$ cat src/rtl/rf_cmd_ctrl_pkg.sv
// Shared defaults and FSM state encoding for the register-file command controller.
package rf_cmd_pkg;
   localparam int         WIDTH_DEF      = 8;
   localparam int         ADDR_W_DEF     = 4;
   localparam logic [7:0] WR_CMD_DEF     = 8'hAA;
   localparam logic [7:0] RD_CMD_DEF     = 8'hBB;
   localparam int         RD_TIMEOUT_DEF = 15;

   typedef enum logic [2:0] {
      IDLE,
      WR_ADDR,
      WR_DATA,
      RD_ADDR,
      RD_WAIT,
      TX_SEND
   } state_t;
endpackage

$ cat src/rtl/rf_cmd_ctrl.sv
// UART byte-stream to register-file bridge: parses write/read frames, drives the
// register-file strobes and returns read data through the UART transmitter.
module rf_cmd_ctrl
   import rf_cmd_pkg::*;
#(
   parameter int               WIDTH      = WIDTH_DEF,
   parameter int               ADDR_W     = ADDR_W_DEF,
   parameter logic [WIDTH-1:0] WR_CMD     = WIDTH'(WR_CMD_DEF),
   parameter logic [WIDTH-1:0] RD_CMD     = WIDTH'(RD_CMD_DEF),
   parameter int               RD_TIMEOUT = RD_TIMEOUT_DEF
)(
   input  logic              clk,
   input  logic              rst,
   input  logic [WIDTH-1:0]  rx_data,
   input  logic              rx_valid,
   input  logic              tx_busy,
   input  logic [WIDTH-1:0]  rd_data,
   input  logic              rd_valid,
   output logic              wr_en,
   output logic              rd_en,
   output logic [ADDR_W-1:0] addr,
   output logic [WIDTH-1:0]  wr_data,
   output logic [WIDTH-1:0]  tx_data,
   output logic              tx_valid,
   output logic              err
);

   localparam int              CNT_W    = $clog2(RD_TIMEOUT + 1);
   localparam logic [CNT_W-1:0] CNT_LAST = CNT_W'(RD_TIMEOUT - 1);

   state_t            r_state, w_state_next;
   logic [ADDR_W-1:0] r_addr, w_addr_next;
   logic [WIDTH-1:0]  r_wr_data, w_wr_data_next;
   logic [WIDTH-1:0]  r_tx_data, w_tx_data_next;
   logic [WIDTH-1:0]  r_cap, w_cap_next;
   logic [CNT_W-1:0]  r_cnt, w_cnt_next;
   logic              r_wr_en, w_wr_en_next;
   logic              r_rd_en, w_rd_en_next;
   logic              r_tx_valid, w_tx_valid_next;
   logic              r_err, w_err_next;
   logic              w_addr_ok;

   assign w_addr_ok = ((rx_data >> ADDR_W) == '0);

   always_ff @(posedge clk or negedge rst) begin
      if (!rst) begin
         r_state    <= IDLE;
         r_addr     <= '0;
         r_wr_data  <= '0;
         r_tx_data  <= '0;
         r_cap      <= '0;
         r_cnt      <= '0;
         r_wr_en    <= 1'b0;
         r_rd_en    <= 1'b0;
         r_tx_valid <= 1'b0;
         r_err      <= 1'b0;
      end else begin
         r_state    <= w_state_next;
         r_addr     <= w_addr_next;
         r_wr_data  <= w_wr_data_next;
         r_tx_data  <= w_tx_data_next;
         r_cap      <= w_cap_next;
         r_cnt      <= w_cnt_next;
         r_wr_en    <= w_wr_en_next;
         r_rd_en    <= w_rd_en_next;
         r_tx_valid <= w_tx_valid_next;
         r_err      <= w_err_next;
      end
   end

   always_comb begin
      w_state_next    = r_state;
      w_addr_next     = r_addr;
      w_wr_data_next  = r_wr_data;
      w_tx_data_next  = r_tx_data;
      w_cap_next      = r_cap;
      w_cnt_next      = r_cnt;
      w_wr_en_next    = 1'b0;
      w_rd_en_next    = 1'b0;
      w_tx_valid_next = 1'b0;
      w_err_next      = 1'b0;
      case (r_state)
         IDLE: begin
            if (rx_valid) begin
               if (rx_data == WR_CMD)      w_state_next = WR_ADDR;
               else if (rx_data == RD_CMD) w_state_next = RD_ADDR;
               else                        w_err_next   = 1'b1;
            end
         end
         WR_ADDR, RD_ADDR: begin
            if (rx_valid) begin
               if (!w_addr_ok) begin
                  w_err_next   = 1'b1;
                  w_state_next = IDLE;
               end else begin
                  w_addr_next = rx_data[ADDR_W-1:0];
                  if (r_state == WR_ADDR) begin
                     w_state_next = WR_DATA;
                  end else begin
                     w_rd_en_next = 1'b1;
                     w_cnt_next   = '0;
                     w_state_next = RD_WAIT;
                  end
               end
            end
         end
         WR_DATA: begin
            if (rx_valid) begin
               w_wr_en_next   = 1'b1;
               w_wr_data_next = rx_data;
               w_state_next   = IDLE;
            end
         end
         RD_WAIT: begin
            if (rx_valid) w_err_next = 1'b1;
            // A free transmitter lets the byte leave one cycle after rd_valid,
            // skipping the TX_SEND hold state entirely.
            if (rd_valid) begin
               w_cap_next = rd_data;
               if (!tx_busy) begin
                  w_tx_valid_next = 1'b1;
                  w_tx_data_next  = rd_data;
                  w_state_next    = IDLE;
               end else begin
                  w_state_next = TX_SEND;
               end
            end else if (r_cnt == CNT_LAST) begin
               w_err_next   = 1'b1;
               w_state_next = IDLE;
            end else begin
               w_cnt_next = r_cnt + 1'b1;
            end
         end
         TX_SEND: begin
            if (rx_valid) w_err_next = 1'b1;
            if (!tx_busy) begin
               w_tx_valid_next = 1'b1;
               w_tx_data_next  = r_cap;
               w_state_next    = IDLE;
            end
         end
         default: w_state_next = IDLE;
      endcase
   end

   assign wr_en    = r_wr_en;
   assign rd_en    = r_rd_en;
   assign addr     = r_addr;
   assign wr_data  = r_wr_data;
   assign tx_data  = r_tx_data;
   assign tx_valid = r_tx_valid;
   assign err      = r_err;

endmodule

$ cat config.mk
export PLATFORM = sky130hd
export DESIGN_NAME = rf_cmd_ctrl
export DESIGN_NICKNAME = d
export VERILOG_FILES = /design/src/rtl/rf_cmd_ctrl_pkg.sv /design/src/rtl/rf_cmd_ctrl.sv
export SDC_FILE = /design/constraint.sdc
export NUM_CORES = 1
export LEC_CHECK = 0
export ABC_CLOCK_PERIOD_IN_PS = 2200
export BUFFER_PORTS_ARGS = -buffer_cell sky130_fd_sc_hd__buf_2
export CAP_MARGIN = 20
export CORE_AREA = 2 2 63 65
export DETAILED_ROUTE_END_ITERATION = 10
export DIE_AREA = 0 0 65 67
export PLACE_DENSITY = 0.87
export SETUP_SLACK_MARGIN = 0.15
export SYNTH_ARGS = -nofsm -noshare
export SYNTH_HDL_FRONTEND = slang
export SYNTH_SLANG_ARGS = --single-unit
$ cat constraint.sdc
create_clock -name clk -period 2.2 [get_ports clk]
set_input_delay 0.22 -clock clk [delete_from_list [all_inputs] [get_ports clk]]
set_output_delay 0.22 -clock clk [all_outputs]
set_load 0.01 [all_outputs]
After elaboration in Yosys (flattened, before gate mapping)
Index checks and enable logic that the tools add are counted.
Widths: inputs -> output; s select.
{"block": "word_totals", "wordCells": 81, "out_inout_bits": 24, "romBits": 0, "regBits": 39, "latchBits": 0, "input_bits": 21, "n_memories": 0, "ramBits": 0}
{"block": "classes", "n_bitwise": 0, "eq_ne": 20, "n_div": 0, "n_shift": 0, "n_reduce_logical": 11, "n_mul": 0, "mux": 39, "order_cmp": 0, "add_sub_neg": 1}
{"op": "$mux 3", "n": 11}
{"op": "$mux 8", "n": 3}
{"op": "$mux 4", "n": 5}
{"op": "$ne 2x2->1 const B", "n": 10}
{"op": "$eq 8x8->1 const B", "n": 2}
{"op": "$pmux 8 s2", "n": 1}
{"op": "$mux 1", "n": 15}
{"op": "$pmux 3 s5", "n": 1}
{"op": "$reduce_and 6->1", "n": 2}
{"op": "$logic_not 8->1", "n": 1}
{"op": "$pmux 4 s2", "n": 1}
{"op": "$eq 3x2->1 const B", "n": 2}
{"op": "$eq 3x3->1 const B", "n": 2}
{"op": "$ne 3x3->1 const B", "n": 2}
{"op": "$add 4x1->4 const B", "n": 1}
{"op": "$eq 4x4->1 const B", "n": 1}
{"op": "$pmux 1 s4", "n": 1}
{"op": "$reduce_and 2->1", "n": 2}
{"op": "$reduce_and 4->1", "n": 1}
{"op": "$reduce_bool 2->1", "n": 2}
{"op": "$eq 3x1->1 const B", "n": 1}
{"op": "$logic_not 3->1", "n": 1}
{"op": "$reduce_and 3->1", "n": 1}
{"op": "$pmux 1 s2", "n": 1}
{"op": "$reduce_or 2->1", "n": 1}

Longest topological paths before layout
{"block": "logic_depth", "depth_word": 5, "mapped_depth": 7, "ltp_nobuf": 6}

Worst setup path after synthesis
No wires, ideal clock.
{"block": "synth_path", "path_kind": "reg2reg", "startpoint": "register r_state[1]", "endpoint": "register r_state[1]", "setup_slack_ps": 607, "t_required_ps": 2108, "stages_incl_launch_ff": 6, "setup_ps": 92, "arrival_time_ps": 1501, "n_path_buf": 1, "synth_period_minus_slack_ps": 1593, "cell_sequence": "dfrtp_1 > buf_6 > or3b_4 > o21a_1 > a221o_1 > o31ai_2"}
{"block": "synth_between", "elab_chain_cells": 5}
{"item": "start: declaration", "line_no": "rf_cmd_ctrl.sv:31", "text": "state_t r_state, w_state_next;"}
{"item": "start signal: assignment", "line_no": "rf_cmd_ctrl.sv:58", "text": "r_state <= w_state_next;"}
{"item": "$eq 3x1->1", "line_no": "rf_cmd_ctrl.sv:82, rf_cmd_ctrl.sv:97"}
{"item": "$mux 3", "line_no": "rf_cmd_ctrl.sv:97", "text": "if (r_state == WR_ADDR) begin"}
{"item": "$mux 3", "line_no": "rf_cmd_ctrl.sv:92", "text": "if (!w_addr_ok) begin"}
{"item": "$mux 3", "line_no": "rf_cmd_ctrl.sv:91", "text": "if (rx_valid) begin"}
{"item": "$pmux 3 s5", "line_no": "rf_cmd_ctrl.sv:82", "text": "case (r_state)"}
Parallel ways exist; a longest one is shown, timed or not. The select of a mux whose other input is x is not followed.
A chain may end at the register's enable or synchronous reset.

Final worst setup path
{"block": "layout_path", "startpoint": "register r_state[0]", "endpoint": "register r_tx_data[0], in the netlist tx_data[0]"}
{"block": "layout_between", "elab_chain_cells": 3}
{"item": "$eq 3x3->1", "line_no": "rf_cmd_ctrl.sv:82"}
{"item": "$ne 2x2->1 (no source line) or $reduce_bool 2->1 (tied branches)"}
{"item": "$reduce_and 4->1 (no source line)"}
{"item": "end signal: assignment", "line_no": "rf_cmd_ctrl.sv:61", "text": "r_tx_data <= w_tx_data_next;"}
{"item": "end: declaration", "line_no": "rf_cmd_ctrl.sv:34", "text": "logic [WIDTH-1:0] r_tx_data, w_tx_data_next;"}
Parallel ways exist; a longest one is shown, timed or not.

==> out/metrics.cfg <==
[floorplanning]
start_util_pct=50.6
pin_count=45
dieArea_um2=4360
die_w_um=65
die_y_um=67
design.core.area_um2=3610
rows=22

[timing]
post-route-period-util_pct=78.4
rsz0062_at_grt=no
slew_headroom_pct=43.4
report.final.setup_viol=0
fin_skew_ps=7.23
fmax_mhz=580
fin_setup_tns_ps=0
hold_viol=0
timing.final.ws_setup_ps=476
tightest_slew_ps=849
post-route-min-period_ps=1720
drv_slew=0

[worst_setup_path]
cpPeakStageDelay_ps=570
crit_path_start_kind=flip-flop
crit_type=reg -> reg
crit_chain=nand4bb_1 -> a21oi_2 -> nor2_1 -> a21oi_1
reg2regPathDepth=4
cp-end-kind=flip-flop
cp_max_fo=17
arrival_ps=1930
reg2reg_to=tx_data[0]$_DFFE_PN0P_
r2r_setup_slack_ps=480
critPathSlowestCell=a21oi_2
required_ps=2410
r2r-start=r_state[0]$_DFFE_PN0P_

[placement]
dp_hpwl_um=2550
place_inst=241
gp_congestion=0.885
portBuffers=44
dp_slack_ps=494

[clock_tree]
clk_pin_slew_ps=80
hold_buffers=0
clk_latency_ps=290
cts.sinks=39
clockBufferDepth=2
root_buffer=clkbuf_8
numCtsBuffers=5
cts_tree=built
cts_resized=0
cts.htree.levels=2
postCtsSetupBuffers=0

[pwr]
irDropWorstVdd_mv=0.574
p_leak_nw=1.11
p_total_mw=1.85
cellPowerDensity_nw_per_um2=852

[flow_run]
max_cap_viol_count=0

[global_route]
overflow=0
antenna_found_initial=0
grt_pass1_wl_um=5610
grt_pass1_vias=1298
grt_start_max_net_pins=40
track_usage_pct=17.3

[synthesis]
yosys.cell_types.count=40
ys_seq_area_share_pct=53.5
synth_area_um2=1820
synthFlopType=dfrtp_1
ys_warn_count=0
synthCells=152
synth_area_per_cell_um2=12.0
synth_nets=175
ys_seq_elements=39
synth_edf_count=0
async_flop_share_pct=100

[final_layout]
n_fill_cell=295
finalNonFillerCells=249
area_growth_pct=19.1
diodes=0
mostFrequentLayoutCell=buf_2
drive_gt1_share_pct=42.3
final_cell_mix=buf_2, dfrtp_1, mux2_2
nets=223

[outcome]
status=completed

[min_path]
worstHoldPathType=in -> async

[route]
vias=1306
post_drt_wl_per_cell_um=13.7
initialDrtViolationCount=55
firstDrtPassIters=4
ant_nets=0
routed_wl_um=3410
drc=0
via_per_inst=5.24

-- kinds of logic (layout without fill, tap and decap cells) --
logic type,count (synthesis),in the layout,share of synthesized area [%]
compound gates,28,28,9.82
mux,28,28,16.7
simple gates,42,42,13.9
buf+inv,10,59,3.23
flops,39,39,53.5
fa+ha+maj,2,2,1.37
xor+xnor,3,3,1.44
-- per-layer routing --
layer	track usage (%)	wire length [um]
met1	20.0	1440
met2	30.4	1690
met3	4.22	235
met4	7.18	53
met5	0	0
-- Yosys cell counts (2+ instances only) --
library cell / instances / area (um2)
inv_1: 4 / 15.0
nand2_1: 4 / 15.0
buf_4: 3 / 22.5
nor3_1: 3 / 15.0
nor2_1: 15 / 56.3
nor3b_1: 2 / 15.0
mux2i_1: 8 / 80.1
a22o_1: 2 / 17.5
a21oi_1: 14 / 70.1
dfrtp_1: 39 / 976
o21ai_0: 3 / 15.0
buf_2: 2 / 10.0
xnor2_1: 3 / 26.3
ha_1: 2 / 25.0
and2_1: 2 / 12.5
mux2_2: 20 / 225
nand3_1: 3 / 15.0
-- report_power, final --
group	internal, mW	leakage, nW	switching [mW]
Clock	0.220	0.0402	0.252
Combinational	0.221	0.563	0.213
Sequential	0.848	0.508	0.0959
-- state kept, by name, indices dropped and copies added (netlist names) --
signal / flops
r_cap: 8
addr: 4
tx_data: 8
wr_en: 1
r_state: 3
wr_data: 8
tx_valid: 1
err: 1
rd_en: 1
r_cnt: 4
-- layout make-up --
type,instances,area (um2),area share [%]
Multi-Input combinational cell,103,788,36.3
Tap cell,48,60.1,2.77
Inverter,4,15.0,0.692
Timing Repair Buffer,47,243,11.2
Clock buffer,5,68.8,3.17
Clock inverter,3,20.0,0.922
Sequential cell,39,976,45.0
-- through the flow --
step	cell area, um2	hold slack [ps]	util, %
CTS	2170	53.4	60.2
finish	2170	32.0	60.2
floorplan	1820	-75.6	-
global placement	2080	371	57.7
global route	2170	101	60.2
detailed placement	2080	371	57.7
-- worst max path at each step --
stage | from | end | slack (ps) | cells past startpoint
after floorplan | r_state[1]$_DFFE_PN0P_ | r_state[1]$_DFFE_PN0P_ | 610 | 5
after global placement | r_state[1]$_DFFE_PN0P_ | r_state[1]$_DFFE_PN0P_ | 570 | 4
after detailed placement | r_state[0]$_DFFE_PN0P_ | tx_data[0]$_DFFE_PN0P_ | 490 | 3
after CTS | r_state[0]$_DFFE_PN0P_ | tx_data[0]$_DFFE_PN0P_ | 480 | 4
after global routing | r_state[0]$_DFFE_PN0P_ | tx_data[3]$_DFFE_PN0P_ | 310 | 4
final | r_state[0]$_DFFE_PN0P_ | tx_data[0]$_DFFE_PN0P_ | 480 | 4
-- critical path, delay by kind of cell (launching register included) --
kind,cells,cell delay [ps]
compound gates,2,750
flops,1,510
simple gates,2,380
(Power assumes the default switching activity.)
